===== config.mk =====
export PLATFORM = sky130hd
export DESIGN_NAME = audio_sample_scheduler_flat
export DESIGN_NICKNAME = d
export VERILOG_FILES = /design/src/rtl/audio_sched_pkg.sv /design/src/rtl/audio_sample_scheduler_if.sv /design/src/rtl/audio_sample_scheduler_lrck_edge_sync.sv /design/src/rtl/audio_sample_scheduler.sv /design/src/flat_wrapper.sv
export SDC_FILE = /design/constraint.sdc
export NUM_CORES = 1
export LEC_CHECK = 0
export ABC_CLOCK_PERIOD_IN_PS = 1800
export BUFFER_PORTS_ARGS = -buffer_cell sky130_fd_sc_hd__buf_4
export CAP_MARGIN = 15
export CORE_ASPECT_RATIO = 1.4
export CORE_MARGIN = 3
export CORE_UTILIZATION = 32
export DETAILED_ROUTE_END_ITERATION = 6
export GPL_ROUTABILITY_DRIVEN = 0
export SYNTH_ARGS = -nofsm -noshare
export SYNTH_HDL_FRONTEND = slang
export SYNTH_SLANG_ARGS = --single-unit

===== constraint.sdc =====
create_clock -name CLOCK_50 -period 1.8 [get_ports CLOCK_50]
set_input_delay 0.09 -clock CLOCK_50 [delete_from_list [all_inputs] [get_ports CLOCK_50]]
set_output_delay 0.09 -clock CLOCK_50 [all_outputs]
set_load 0.1 [all_outputs]

===== src/rtl/audio_sched_pkg.sv =====
// Shared types and defaults for the per-frame audio sample scheduler.
package audio_sched_pkg;

  localparam int unsigned DEFAULT_DATA_W = 24;

  typedef enum logic [2:0] {
    IDLE,
    CAPTURE,
    FILTER,
    WAIT_WR,
    WRITE
  } sched_state_e;

endpackage


===== src/rtl/audio_sample_scheduler_if.sv =====
// Filter and CODEC handshake bundle between the scheduler (master) and the datapath (slave).
interface audio_sample_scheduler_if
  import audio_sched_pkg::*;
#(
  parameter int unsigned DATA_W = DEFAULT_DATA_W
);

  logic              filt_en;
  logic [DATA_W-1:0] filt_in_left;
  logic [DATA_W-1:0] filt_in_right;
  logic [DATA_W-1:0] filt_out_left;
  logic [DATA_W-1:0] filt_out_right;
  logic              codec_write_ready;
  logic              codec_write;
  logic [DATA_W-1:0] codec_left;
  logic [DATA_W-1:0] codec_right;

  modport master (
    output filt_en, filt_in_left, filt_in_right,
    output codec_write, codec_left, codec_right,
    input  filt_out_left, filt_out_right, codec_write_ready
  );

  modport slave (
    input  filt_en, filt_in_left, filt_in_right,
    input  codec_write, codec_left, codec_right,
    output filt_out_left, filt_out_right, codec_write_ready
  );

endinterface


===== src/rtl/audio_sample_scheduler_lrck_edge_sync.sv =====
// Synchronizes the asynchronous LRCK into CLOCK_50 and emits a registered one-cycle
// pulse on its falling edge; pin-to-pulse latency is SYNC_STAGES+1 cycles (SYNC_STAGES >= 2).
module lrck_edge_sync #(
  parameter int unsigned SYNC_STAGES = 2
) (
  input  logic CLOCK_50,
  input  logic reset,
  input  logic lrck,
  output logic fall
);

  logic [SYNC_STAGES-1:0] sync_q;
  logic                   prev_q;

  always_ff @(posedge CLOCK_50 or negedge reset) begin
    if (!reset) begin
      sync_q <= '0;
      prev_q <= 1'b0;
      fall   <= 1'b0;
    end else begin
      sync_q <= {sync_q[SYNC_STAGES-2:0], lrck};
      prev_q <= sync_q[SYNC_STAGES-1];
      fall   <= prev_q & ~sync_q[SYNC_STAGES-1];
    end
  end

endmodule


===== src/rtl/audio_sample_scheduler.sv =====
// Per-frame audio sequencer: LRCK frame detect, capture, filter strobe, muted warm-up, CODEC write.
// Optional macro SCHED_OVERRUN_CNT_EN enables the saturating dropped-frame counter.
module audio_sample_scheduler
  import audio_sched_pkg::*;
#(
  parameter int unsigned DATA_W         = DEFAULT_DATA_W,
  parameter int unsigned WARMUP_SAMPLES = 32,
  parameter int unsigned SYNC_STAGES    = 2,
  parameter int unsigned CNT_W          = 8
) (
  input  logic                     CLOCK_50,
  input  logic                     reset,
  input  logic                     lrck,
  input  logic [DATA_W-1:0]        rx_left,
  input  logic [DATA_W-1:0]        rx_right,
  audio_sample_scheduler_if.master bus,
  output logic                     muted,
  output logic                     busy,
  output logic [CNT_W-1:0]         overrun_count
);

  localparam int unsigned WARM_W = $clog2(WARMUP_SAMPLES + 1);

  sched_state_e      state_q, state_d;
  logic              pending_q, pending_d;
  logic [WARM_W-1:0] warm_q, warm_d;
  logic [DATA_W-1:0] fin_l_q, fin_l_d, fin_r_q, fin_r_d;
  logic [DATA_W-1:0] cod_l_q, cod_l_d, cod_r_q, cod_r_d;
  logic              filt_en_q, filt_en_d;
  logic              write_q, write_d;
  logic              muted_q, muted_d;
  logic              busy_q, busy_d;
  logic              frame_evt;
  logic              warm_done_c;
  logic              drop_c;

  lrck_edge_sync #(
    .SYNC_STAGES (SYNC_STAGES)
  ) u_lrck_sync (
    .CLOCK_50 (CLOCK_50),
    .reset    (reset),
    .lrck     (lrck),
    .fall     (frame_evt)
  );

  assign warm_done_c = (warm_q >= WARM_W'(WARMUP_SAMPLES));

  // Next-state, datapath and registered-output decode
  always_comb begin
    state_d   = state_q;
    pending_d = pending_q;
    warm_d    = warm_q;
    fin_l_d   = fin_l_q;
    fin_r_d   = fin_r_q;
    cod_l_d   = cod_l_q;
    cod_r_d   = cod_r_q;
    drop_c    = 1'b0;

    case (state_q)
      IDLE: begin
        if (frame_evt || pending_q) begin
          state_d   = CAPTURE;
          // A fresh frame arriving while draining the pending one stays queued
          pending_d = frame_evt && pending_q;
        end
      end
      CAPTURE: begin
        fin_l_d = rx_left;
        fin_r_d = rx_right;
        state_d = FILTER;
      end
      FILTER: begin
        cod_l_d = warm_done_c ? bus.filt_out_left  : '0;
        cod_r_d = warm_done_c ? bus.filt_out_right : '0;
        if (!warm_done_c) begin
          warm_d = warm_q + WARM_W'(1);
        end
        state_d = WAIT_WR;
      end
      WAIT_WR: begin
        if (bus.codec_write_ready) begin
          state_d = WRITE;
        end
      end
      WRITE: begin
        state_d = IDLE;
      end
      default: begin
        state_d = IDLE;
      end
    endcase

    // One frame may wait behind the one in flight; anything beyond that is dropped
    if (frame_evt && (state_q != IDLE)) begin
      if (pending_q) begin
        drop_c = 1'b1;
      end else begin
        pending_d = 1'b1;
      end
    end

    filt_en_d = (state_d == FILTER);
    write_d   = (state_d == WRITE);
    busy_d    = (state_d != IDLE);
    muted_d   = (warm_d < WARM_W'(WARMUP_SAMPLES));
  end

  always_ff @(posedge CLOCK_50 or negedge reset) begin
    if (!reset) begin
      state_q   <= IDLE;
      pending_q <= 1'b0;
      warm_q    <= '0;
      fin_l_q   <= '0;
      fin_r_q   <= '0;
      cod_l_q   <= '0;
      cod_r_q   <= '0;
      filt_en_q <= 1'b0;
      write_q   <= 1'b0;
      muted_q   <= 1'b1;
      busy_q    <= 1'b0;
    end else begin
      state_q   <= state_d;
      pending_q <= pending_d;
      warm_q    <= warm_d;
      fin_l_q   <= fin_l_d;
      fin_r_q   <= fin_r_d;
      cod_l_q   <= cod_l_d;
      cod_r_q   <= cod_r_d;
      filt_en_q <= filt_en_d;
      write_q   <= write_d;
      muted_q   <= muted_d;
      busy_q    <= busy_d;
    end
  end

`ifdef SCHED_OVERRUN_CNT_EN
  logic [CNT_W-1:0] ovr_q;

  always_ff @(posedge CLOCK_50 or negedge reset) begin
    if (!reset) begin
      ovr_q <= '0;
    end else if (drop_c && (ovr_q != '1)) begin
      ovr_q <= ovr_q + CNT_W'(1);
    end
  end

  assign overrun_count = ovr_q;
`else
  logic unused_drop;
  assign unused_drop   = drop_c;
  assign overrun_count = '0;
`endif

  assign bus.filt_en       = filt_en_q;
  assign bus.filt_in_left  = fin_l_q;
  assign bus.filt_in_right = fin_r_q;
  assign bus.codec_write   = write_q;
  assign bus.codec_left    = cod_l_q;
  assign bus.codec_right   = cod_r_q;
  assign muted             = muted_q;
  assign busy              = busy_q;

endmodule


===== src/flat_wrapper.sv =====
// flat-port wrapper written by rule: the top's interface ports become plain ports
module audio_sample_scheduler_flat import audio_sched_pkg::*;
#(
  parameter int unsigned DATA_W         = DEFAULT_DATA_W,
  parameter int unsigned WARMUP_SAMPLES = 32,
  parameter int unsigned SYNC_STAGES    = 2,
  parameter int unsigned CNT_W          = 8
)
  (CLOCK_50, reset, lrck, rx_left, rx_right, muted, busy, overrun_count, bus_filt_en, bus_filt_in_left, bus_filt_in_right, bus_codec_write, bus_codec_left, bus_codec_right, bus_filt_out_left, bus_filt_out_right, bus_codec_write_ready);
  audio_sample_scheduler_if #(.DATA_W(DATA_W)) bus_i ();
  input  logic CLOCK_50;
  input  logic reset;
  input  logic lrck;
  input  logic [DATA_W-1:0] rx_left;
  input  logic [DATA_W-1:0] rx_right;
  output logic muted;
  output logic busy;
  output logic [CNT_W-1:0] overrun_count;
  output wire logic [$bits(bus_i.filt_en)-1:0] bus_filt_en;
  output wire logic [$bits(bus_i.filt_in_left)-1:0] bus_filt_in_left;
  output wire logic [$bits(bus_i.filt_in_right)-1:0] bus_filt_in_right;
  output wire logic [$bits(bus_i.codec_write)-1:0] bus_codec_write;
  output wire logic [$bits(bus_i.codec_left)-1:0] bus_codec_left;
  output wire logic [$bits(bus_i.codec_right)-1:0] bus_codec_right;
  input wire logic [$bits(bus_i.filt_out_left)-1:0] bus_filt_out_left;
  input wire logic [$bits(bus_i.filt_out_right)-1:0] bus_filt_out_right;
  input wire logic [$bits(bus_i.codec_write_ready)-1:0] bus_codec_write_ready;
  assign bus_filt_en = bus_i.filt_en;
  assign bus_filt_in_left = bus_i.filt_in_left;
  assign bus_filt_in_right = bus_i.filt_in_right;
  assign bus_codec_write = bus_i.codec_write;
  assign bus_codec_left = bus_i.codec_left;
  assign bus_codec_right = bus_i.codec_right;
  assign bus_i.filt_out_left = bus_filt_out_left;
  assign bus_i.filt_out_right = bus_filt_out_right;
  assign bus_i.codec_write_ready = bus_codec_write_ready;
  audio_sample_scheduler #(.DATA_W(DATA_W), .WARMUP_SAMPLES(WARMUP_SAMPLES), .SYNC_STAGES(SYNC_STAGES), .CNT_W(CNT_W)) u_core (.CLOCK_50(CLOCK_50), .reset(reset), .lrck(lrck), .rx_left(rx_left), .rx_right(rx_right), .bus(bus_i), .muted(muted), .busy(busy), .overrun_count(overrun_count));
endmodule

==> out/metrics.cfg, run 1 <==
[floorplanning]
dieHeight_um = 145
dieArea_mm2 = 0.0153
core.rowCount = 50
die_width_um = 105
initial_core_util = 0.329
core-area_mm2 = 0.0135
io_pins = 208

[logic_synthesis]
synthTopCellsByArea = dfrtp_1, mux2_2, nand2_1
synth-seq-cells = 114
avgSynthCellArea_um2 = 11.9
ys_warn_count = 0
netlist_instances = 373
ys_seq_area_frac = 0.645
synth_top_area_cell = dfrtp_1
ys_types = 28
synth-edff-count = 0
netlist_area_mm2 = 0.00443
synth_top_cell_area_share = 0.639
synthFlopType = dfrtp_1
async_flop_share = 1.00

[sta]
maxSlewViolCount = 0
fin_setup_tns_ns = 0
min_period_ns = 1.56
rsz0062_at_grt = no
timing.final.ws_setup_ns = 0.236
setup_viol = 0
hold_viol = 0
skew_ns = 0.00734
worstMarginPinSlew_ns = 0.509
fmax_ghz = 0.639
whs_ns = 0.178
fin_crit_sh = 0.869
slew_headroom = 0.661

[global_route]
grt_pass1_vias = 4161
grt_pass1_wl_mm = 20.2
grt_overflow = 0
grtUsageTotal = 0.163
antenna_found_initial = 0
grt_max_degree = 99

[outcome]
status = finished clean

[clock_network]
clock-sinks = 114
numCtsBuffers = 17
postCtsResizedCells = 0
clk_latency_ns = 0.40
ctsHoldBuffers = 99
clkTransAtPathRegs_ns = 0.05
cts_tree = yes
clock_path_buffers = 2
post_cts_buffers = 0
h-tree-depth = 4
ctsRootBufferMaster = clkbuf_16

[routing]
vias_per_cell = 4.33
first_iter_violations = 111
drc = 0
wire_per_inst_um = 14.0
antenna_left = 0
via_count = 3750
totalWireLength_mm = 12.1
first_pass_iters = 4

[worst_setup_path]
crit_chain = nor3b_4 > buf_12 > mux2_2
cp-start-kind = flip-flop
required_ns = 2.08
cp.arrival_ns = 1.84
critPathKind = reg -> reg
cp-end-kind = flip-flop
critPathSlowestCell = dfrtp_1
timing.critical_path.buf_inv = 1
cpLargestDelayFamily = flip-flops
cp_max_fo = 49
slowest_delay_ns = 0.50

[layout]
layout_commonest_cell = buf_4
layout.nets = 774
final_util = 0.571
area.growth.synth_to_final_pct = 73.5
fillers = 1125
diodes = 0
drive_gt1_frac = 0.420
most-common-layout-cells = buf_4, dfrtp_1, nand2_1, dlygate4sd3_1, mux2_2

[pwr]
ir_drop_v = 0.00107
power_leakage_nw = 3.60
powerDensity_mw_per_mm2 = 2010

[placed_design]
portBuffers = 199
place_ws_ns = 0.214
hpwl_mm = 7.70

[worst_hold_path]
hp-class = in -> async

[job]
max-cap-violations = 0

[path summary, 6_finish.rpt]
| check | to | slack [ns] | depth (start not counted) | from |
|---|---|---|---|---|
| min | u_core.bus.filt_in_left[23] | 0.18 | 2 | reset |
| max reg2reg | u_core.bus.filt_in_right[10] | 0.24 | 3 | u_core.state_q[2] |
| min in group CLOCK_50 | u_core.u_lrck_sync.sync_q[0] | 0.35 | 2 | lrck |
| min reg2reg | u_core.u_lrck_sync.sync_q[1] | 0.36 | 0 | u_core.u_lrck_sync.sync_q[0] |
| max in group asynchronous | u_core.bus.filt_in_left[6] | 0.97 | 3 | reset |
| max | u_core.bus.filt_in_right[10] | 0.24 | 3 | u_core.state_q[2] |
[sequential cells by signal, summed over array words and instances (netlist names)]
signal                     count
u_core.u_lrck_sync.fall        1
u_core.muted                   1
u_core.pending_q               1
u_core.bus.filt_in_left       24
u_core.bus.codec_left         24
u_core.state_q                 3
u_core.busy                    1
u_core.bus.codec_right        24
u_core.warm_q                  6
u_core.bus.filt_en             1
u_core.u_lrck_sync.prev_q      1
u_core.bus.codec_write         1
u_core.u_lrck_sync.sync_q      2
u_core.bus.filt_in_right      24
[worst reg2reg max path: stages, from the launching register on]
cell and delay (ns):
dfrtp_1 0.50, nor3b_4 0.27, buf_12 0.29, mux2_2 0.39
[per-layer routing]
layer	track usage	vias up	part of all wire
li1	-	1812	-
met1	0.186	1761	0.40
met2	0.281	156	0.51
met3	0.0579	21	0.072
met4	0.0584	0	0.019
met5	0	-	0
[through the flow]
step                      power [mW]  instance area [um^2]  instances
after detailed placement        11.9                  6080        736
after global placement          11.8                  6080        736
after global routing            16.1                  7680        867
after CTS                       15.6                  7680        867
final                           15.4                  7680        867
after floorplan                 10.2                  4450        380
[layout make-up]
| cell class | instances | area [um^2] | area share |
|---|---|---|---|
| well taps | 182 | 228 | 0.0296 |
| clock buffers | 24 | 492 | 0.0640 |
| inverters | 3 | 11.3 | 0.00147 |
| clock inverters | 8 | 124 | 0.0161 |
| multi-input cells | 232 | 1410 | 0.183 |
| flip-flops and latches | 114 | 2860 | 0.372 |
| repair buffers | 304 | 2570 | 0.334 |
[synthesized netlist by cell type, types with 2 or more instances]
master	number
buf_4	9
buf_2	9
clkbuf_1	8
dfrtp_1	113
o21ai_0	29
nor3_1	4
ha_1	2
xnor2_1	4
nor2b_1	2
nor2_1	3
inv_1	3
nand2_1	100
o21ai_1	20
mux2_2	48
a21oi_1	3
buf_6	4
[power breakdown]
| part | switching, mW | internal (mW) |
|---|---|---|
| clock network | 1.10 | 2.32 |
| registers | 0.463 | 3.33 |
| logic | 6.19 | 2.04 |
| total | 7.75 | 7.69 |
[kinds of logic (layout without fill, tap and decap cells)]
family | Yosys count | after routing | synth area share
AND/OR/NAND/NOR | 115 | 115 | 0.109
flip-flops | 114 | 114 | 0.645
AO/OA/AOI/OAI | 55 | 55 | 0.0641
multiplexers | 48 | 48 | 0.122
buffers and inverters | 34 | 339 | 0.0461
XOR/XNOR | 4 | 4 | 0.00791
adder cells (fa/ha/maj) | 2 | 2 | 0.00565
other | 1 | 8 | 0.000847
Power figures use the tool's default switching activity.
==> inputs of run 2 (changes only) <==
--- a/config.mk
+++ b/config.mk
@@ -8,7 +8,7 @@
 export ABC_CLOCK_PERIOD_IN_PS = 1800
 export BUFFER_PORTS_ARGS = -buffer_cell sky130_fd_sc_hd__buf_4
 export CAP_MARGIN = 15
-export CORE_ASPECT_RATIO = 1.4
+export CORE_ASPECT_RATIO = 1.75
 export CORE_MARGIN = 3
 export CORE_UTILIZATION = 32
 export DETAILED_ROUTE_END_ITERATION = 6
==> run 2 against run 1 <==
Effect of this change:
- die area rose by 0.23%
- total power rose by 0.87%
- design area rose by 0.13%
- routed wire length fell by 0.25%
- highest routed layer unchanged
- first-iteration DRC count fell by 49%
- sequential power barely moved
- count of clock-buffer cells in the layout fell by 3
- fmax fell by 4.8%
- hold slack got worse by 0.0027 ns
- flip-flop and latch count did not move
- cell count fell by 1.3%
- critical path depth rose by 1
==> out/metrics.cfg, run 2 (synthesis gave the netlist of run 1 again) <==
[worst_setup_path]
cp-end-kind = flip-flop
cp_max_fo = 98  ; +100%
cp.arrival_ns = 1.90  ; +0.06 ns
cp-start-kind = flip-flop
required_ns = 2.06  ; -0.02 ns
critPathKind = reg -> reg
regToRegSetupSlack_ns = 0.16  ; -0.08 ns
reg2reg_to = u_core.bus.codec_right[19]
ff2ff_path_depth = 4  ; +1
regToRegStartpoint = u_core.state_q[2]
startpoint = u_core.state_q[2]

[layout]
seq_area_mm2 = 0.00285  ; about the same
most-common-layout-cells = buf_4, dfrtp_1, nand2_1, dlygate4sd3_1, mux2_2
layout.nets = 773  ; -0.13%
final_util = 0.572  ; +0.000638
diodes = 0  ; unchanged
layout_commonest_cell = buf_4
area.growth.synth_to_final_pct = 73.7
drive_gt1_frac = 0.421  ; about the same
final_area_mm2 = 0.00769  ; +0.13%
fillers = 1086  ; -3.5%
multi_input_area_mm2 = 0.00140  ; -0.18%

[pwr]
powerDensity_mw_per_mm2 = 2030  ; +0.74%
internal-power_mw = 7.81  ; +1.5%
power_leakage_nw = 3.61  ; +0.30%
switching_share = 0.499  ; -0.00307
combPwrFrac = 0.528  ; -0.004
p_seq_frac = 0.243  ; -0.003
p_total_mw = 15.6  ; +0.87%
pwr-share-clk = 0.229  ; +0.007
ir_drop_v = 0.000783  ; -27%
p_switching_mw = 7.77  ; +0.25%

[placed_design]
place_area_mm2 = 0.00607  ; -0.14%
place_ws_ns = 0.177  ; -0.0369 ns
hpwl_mm = 7.73  ; +0.36%
portBuffers = 199  ; unchanged

[routing]
first_iter_violations = 57  ; -49%
totalWireLength_mm = 12.1  ; -0.25%
drc = 0  ; unchanged
vias_per_cell = 4.38  ; +1.1%
wire_per_inst_um = 14.1  ; +1.0%
first_pass_iters = 6  ; +2
via_count = 3745  ; -0.13%
antenna_left = 0  ; unchanged

[worst_hold_path]
hp-class = in -> async

[floorplanning]
die_width_um = 94.9  ; -10%
dieArea_mm2 = 0.0153  ; +0.23%
core.rowCount = 56  ; +12%
initial_core_util = 0.329  ; about the same
dieHeight_um = 162  ; +11%
core-area_mm2 = 0.0135  ; about the same
io_pins = 208  ; unchanged

[clock_network]
numCtsBuffers = 17  ; unchanged
clk_latency_ns = 0.40  ; about the same
h-tree-depth = 4  ; unchanged
clkTransAtPathRegs_ns = 0.05  ; about the same
clock-sinks = 114  ; unchanged
ctsRootBufferMaster = clkbuf_16
clock_path_buffers = 2  ; unchanged
postCtsResizedCells = 0  ; unchanged
cts_tree = yes
post_cts_buffers = 0  ; unchanged

[sta]
timing.final.ws_setup_ns = 0.158  ; -0.0786 ns
fin_crit_sh = 0.912  ; +0.0437
hold_viol = 0  ; unchanged
fin_setup_tns_ns = 0  ; unchanged
maxSlewViolCount = 0  ; unchanged
fmax_ghz = 0.609  ; -4.8%
skew_ns = 0.00909  ; +0.00175 ns
rsz0062_at_grt = no
setup_viol = 0  ; unchanged
min_period_ns = 1.64  ; +0.0786 ns

[global_route]
grt_pass1_vias = 4084  ; -1.9%
grt_max_degree = 99  ; unchanged
grt_overflow = 0  ; unchanged
antenna_found_initial = 0  ; unchanged
grtUsageTotal = 0.160  ; -0.00302
grt_pass1_wl_mm = 19.3  ; -4.3%

[job]
max-cap-violations = 0  ; unchanged

[outcome]
status = finished clean

## run 2: critical path: stages, from the launching register on
cell,delay [ns]
dfrtp_1,0.50
or3b_2,0.54
buf_12,0.22
nand2_1,0.11
o21ai_0,0.08
## run 2: repair_timing
item	CTS	global route
setup endpoints to repair	0	0
hold endpoints to repair	212	0
hold buffers	99	0
## run 2: worst max-delay path by stage
stage	to
floorplan	u_core.bus.filt_in_right[1]
global placement	u_core.bus.codec_right[19]
detailed placement	u_core.bus.codec_left[2]
CTS	u_core.bus.codec_right[19]
global route	u_core.bus.codec_right[19]
finish	u_core.bus.codec_right[19]
## run 2: area by class of cell
type,instances,area share
Sequential cell,114,0.371
Timing Repair Buffer,303,0.334
Multi-Input combinational cell,232,0.182
Clock buffer,21,0.0625
Tap cell,174,0.0283
Clock inverter,9,0.0200
Inverter,3,0.00146
## run 2: metal layers
metal | vias to the layer above | part of all wire | wire length [um] | GRT usage
met5 | - | 0 | 0 | 0
met4 | 0 | 0.026 | 314 | 0.0696
met3 | 24 | 0.090 | 1090 | 0.0610
met2 | 170 | 0.53 | 6380 | 0.285
met1 | 1740 | 0.36 | 4300 | 0.163
li1 | 1811 | - | - | -
## run 2: through the flow
step | hold WS [ns] | instances
finish | 0.175 | 856
global route | 0.188 | 856
CTS | 0.129 | 856
detailed placement | 0.0254 | 727
global placement | 0.0224 | 727
floorplan | -0.206 | 380
## run 2: power by group through the flow
stage / logic [mW] / registers, mW / clock network [mW]
after detailed placement: 8.08 / 3.83 / 0
after CTS: 8.25 / 3.79 / 3.67
after global placement: 8.00 / 3.79 / 0
after floorplan: 1.78 / 8.46 / 0
after global routing: 8.52 / 3.90 / 3.80
final: 8.23 / 3.78 / 3.57
==> inputs of run 3 (changes only) <==
--- a/config.mk
+++ b/config.mk
@@ -10,9 +10,10 @@
 export CAP_MARGIN = 15
 export CORE_ASPECT_RATIO = 1.75
 export CORE_MARGIN = 3
-export CORE_UTILIZATION = 32
+export CORE_UTILIZATION = 33
 export DETAILED_ROUTE_END_ITERATION = 6
 export GPL_ROUTABILITY_DRIVEN = 0
+export MAX_ROUTING_LAYER = met4
 export SYNTH_ARGS = -nofsm -noshare
 export SYNTH_HDL_FRONTEND = slang
 export SYNTH_SLANG_ARGS = --single-unit
==> run 3 against run 2 <==
Effect of this change:
- total power decreased by 1.5%
- first-iteration DRC count grew to 2.7 times the previous value
- clock power is 8.4% lower
- register-to-register slack gained 0.06 ns
- utilization increased by 1.5 points
- hold slack lost 0.056 ns
- count of clock-buffer cells in the layout decreased by 2
- global-route usage increased by 1.0 points
- routed wire length up 1.8%
- largest cell class unchanged
==> out/metrics.cfg, run 3 (synthesis gave the netlist of run 1 again) <==
[clock_network]
ctsRootBufferMaster = clkbuf_16
h-tree-depth = 4  ; unchanged
clock-sinks = 114  ; unchanged
clkTransAtPathRegs_ns = 0.05  ; about the same
post_cts_buffers = 0  ; unchanged
numCtsBuffers = 17  ; unchanged
cts_tree = yes
clk_latency_ns = 0.40  ; about the same
clock_path_buffers = 2  ; unchanged

[pwr]
ir_drop_v = 0.000921  ; +18%
powerDensity_mw_per_mm2 = 2010  ; -0.81%
power_leakage_nw = 3.58  ; -0.66%
p_total_mw = 15.3  ; -1.5%

[worst_setup_path]
cp_max_fo = 17  ; -83%
critPathKind = reg -> reg
cp-start-kind = flip-flop
regToRegStartpoint = u_core.state_q[2]
required_ns = 2.08  ; +0.02 ns
cp-end-kind = flip-flop
startpoint = u_core.state_q[2]
cp.arrival_ns = 1.86  ; -0.04 ns

[layout]
seq_area_mm2 = 0.00285  ; unchanged
diodes = 0  ; unchanged
layout.nets = 774  ; +0.13%
drive_gt1_frac = 0.423  ; +0.00169
layout_commonest_cell = buf_4
final_util = 0.587  ; +0.0154
area.growth.synth_to_final_pct = 72.5
most-common-layout-cells = buf_4, dfrtp_1, nand2_1, dlygate4sd3_1, mux2_2
fillers = 1058  ; -2.6%
multi_input_area_mm2 = 0.00141  ; +0.18%
final_cells = 855  ; -0.12%

[global_route]
grt_max_degree = 99  ; unchanged
grtUsageTotal = 0.171  ; +0.0104
grt_pass1_wl_mm = 19.3  ; +0.14%
antenna_found_initial = 0  ; unchanged
grt_pass1_vias = 3952  ; -3.2%
grt_overflow = 0  ; unchanged

[routing]
antenna_left = 0  ; unchanged
wire_per_inst_um = 14.4  ; +1.9%
wl_met3_um = 676  ; -38%
first_pass_iters = 4  ; -2
first_iter_violations = 155  ; +170%
vias_per_cell = 4.37  ; about the same
met2_length_mm = 6.81  ; +6.7%
drc = 0  ; unchanged
highest_layer = met4
met1_length_mm = 4.42  ; +2.8%
totalWireLength_mm = 12.3  ; +1.8%
via_count = 3739  ; -0.16%

[sta]
fmax_ghz = 0.631  ; +3.7%
skew_ns = 0.00892  ; -0.000169 ns
slew_headroom = 0.659
rsz0062_at_grt = no
fin_setup_tns_ns = 0  ; unchanged
whs_ns = 0.119  ; -0.0563 ns
setup_viol = 0  ; unchanged
min_period_ns = 1.58  ; -0.0586 ns
maxSlewViolCount = 0  ; unchanged
fin_crit_sh = 0.880  ; -0.0326
hold_viol = 0  ; unchanged
worstMarginPinSlew_ns = 0.511

[floorplanning]
io_pins = 208  ; unchanged
dieHeight_um = 159  ; -1.5%
dieArea_mm2 = 0.0149  ; -2.9%
core-area_mm2 = 0.0130  ; -3.3%
die_width_um = 93.6  ; -1.4%
core.rowCount = 55  ; -1.8%
initial_core_util = 0.340  ; +0.0113

[placed_design]
portBuffers = 199  ; unchanged
hpwl_mm = 7.88  ; +1.9%
dp_cells = 725  ; -0.28%

[job]
max-cap-violations = 0  ; unchanged

[worst_hold_path]
hp-class = in -> async

[outcome]
status = finished clean

==> run 3: cell types whose count changed in the layout (fill, tap and decap cells not counted) <==
cell and delta:
bufinv_16 -2, buf_12 -1, or3b_2 -1, inv_6 +2
clkinv_2 +1, buf_4 +2, clkbuf_8 -2, clkinvlp_4 +1
or3b_4 +1, clkinv_4 +1
==> run 3: worst paths after layout <==
check | endpoint | slack (ns) | depth (start not counted)
min in group CLOCK_50 | u_core.u_lrck_sync.sync_q[0] | 0.34 | 2
min reg2reg | u_core.u_lrck_sync.sync_q[1] | 0.35 | 0
min | u_core.bus.filt_in_right[9] | 0.12 | 2
max reg2reg | u_core.bus.filt_in_left[11] | 0.22 | 3
max in group asynchronous | u_core.muted | 0.98 | 3
max | u_core.bus.filt_in_left[11] | 0.22 | 3
==> run 3: what timing repair did <==
action,CTS,global route
hold buffers,99,0
resized for setup,0,0
endpoints found under the hold margin,211,0
==> run 3: per-stage QoR <==
step           setup WS (ns)  instance area [um^2]
2_1_floorplan          0.302                  4450
3_3_place_gp           0.284                  6060
3_5_place_dp           0.222                  6060
4_1_cts                0.213                  7640
5_1_grt                0.145                  7640
6_report               0.216                  7640
==> run 3: area by class of cell <==
cell class / count / area share
sequential: 114 / 0.374
multi-input combinational: 232 / 0.184
timing repair buffer: 304 / 0.336
clock inverter: 12 / 0.0174
inverter: 3 / 0.00147
tap: 171 / 0.0280
clock buffer: 19 / 0.0593
==> run 3: worst max-delay path: stages, from the launching register on <==
cell and delay, ns:
dfrtp_1 0.50, nor3b_4 0.29, buf_4 0.30, mux2_2 0.37
==> run 3: power breakdown <==
| part | leakage [nW] | switching (mW) | internal [mW] |
|---|---|---|---|
| clock | 0.282 | 1.17 | 2.11 |
| combinational | 1.85 | 6.21 | 2.05 |
| sequential | 1.45 | 0.471 | 3.33 |
| total | 3.58 | 7.86 | 7.49 |
==> run 3: per-layer routing <==
metal | track usage | vias up
li1 | - | 1814
met1 | 0.172 | 1756
met2 | 0.304 | 144
met3 | 0.0444 | 25
met4 | 0.0769 | 0
met5 | - | -
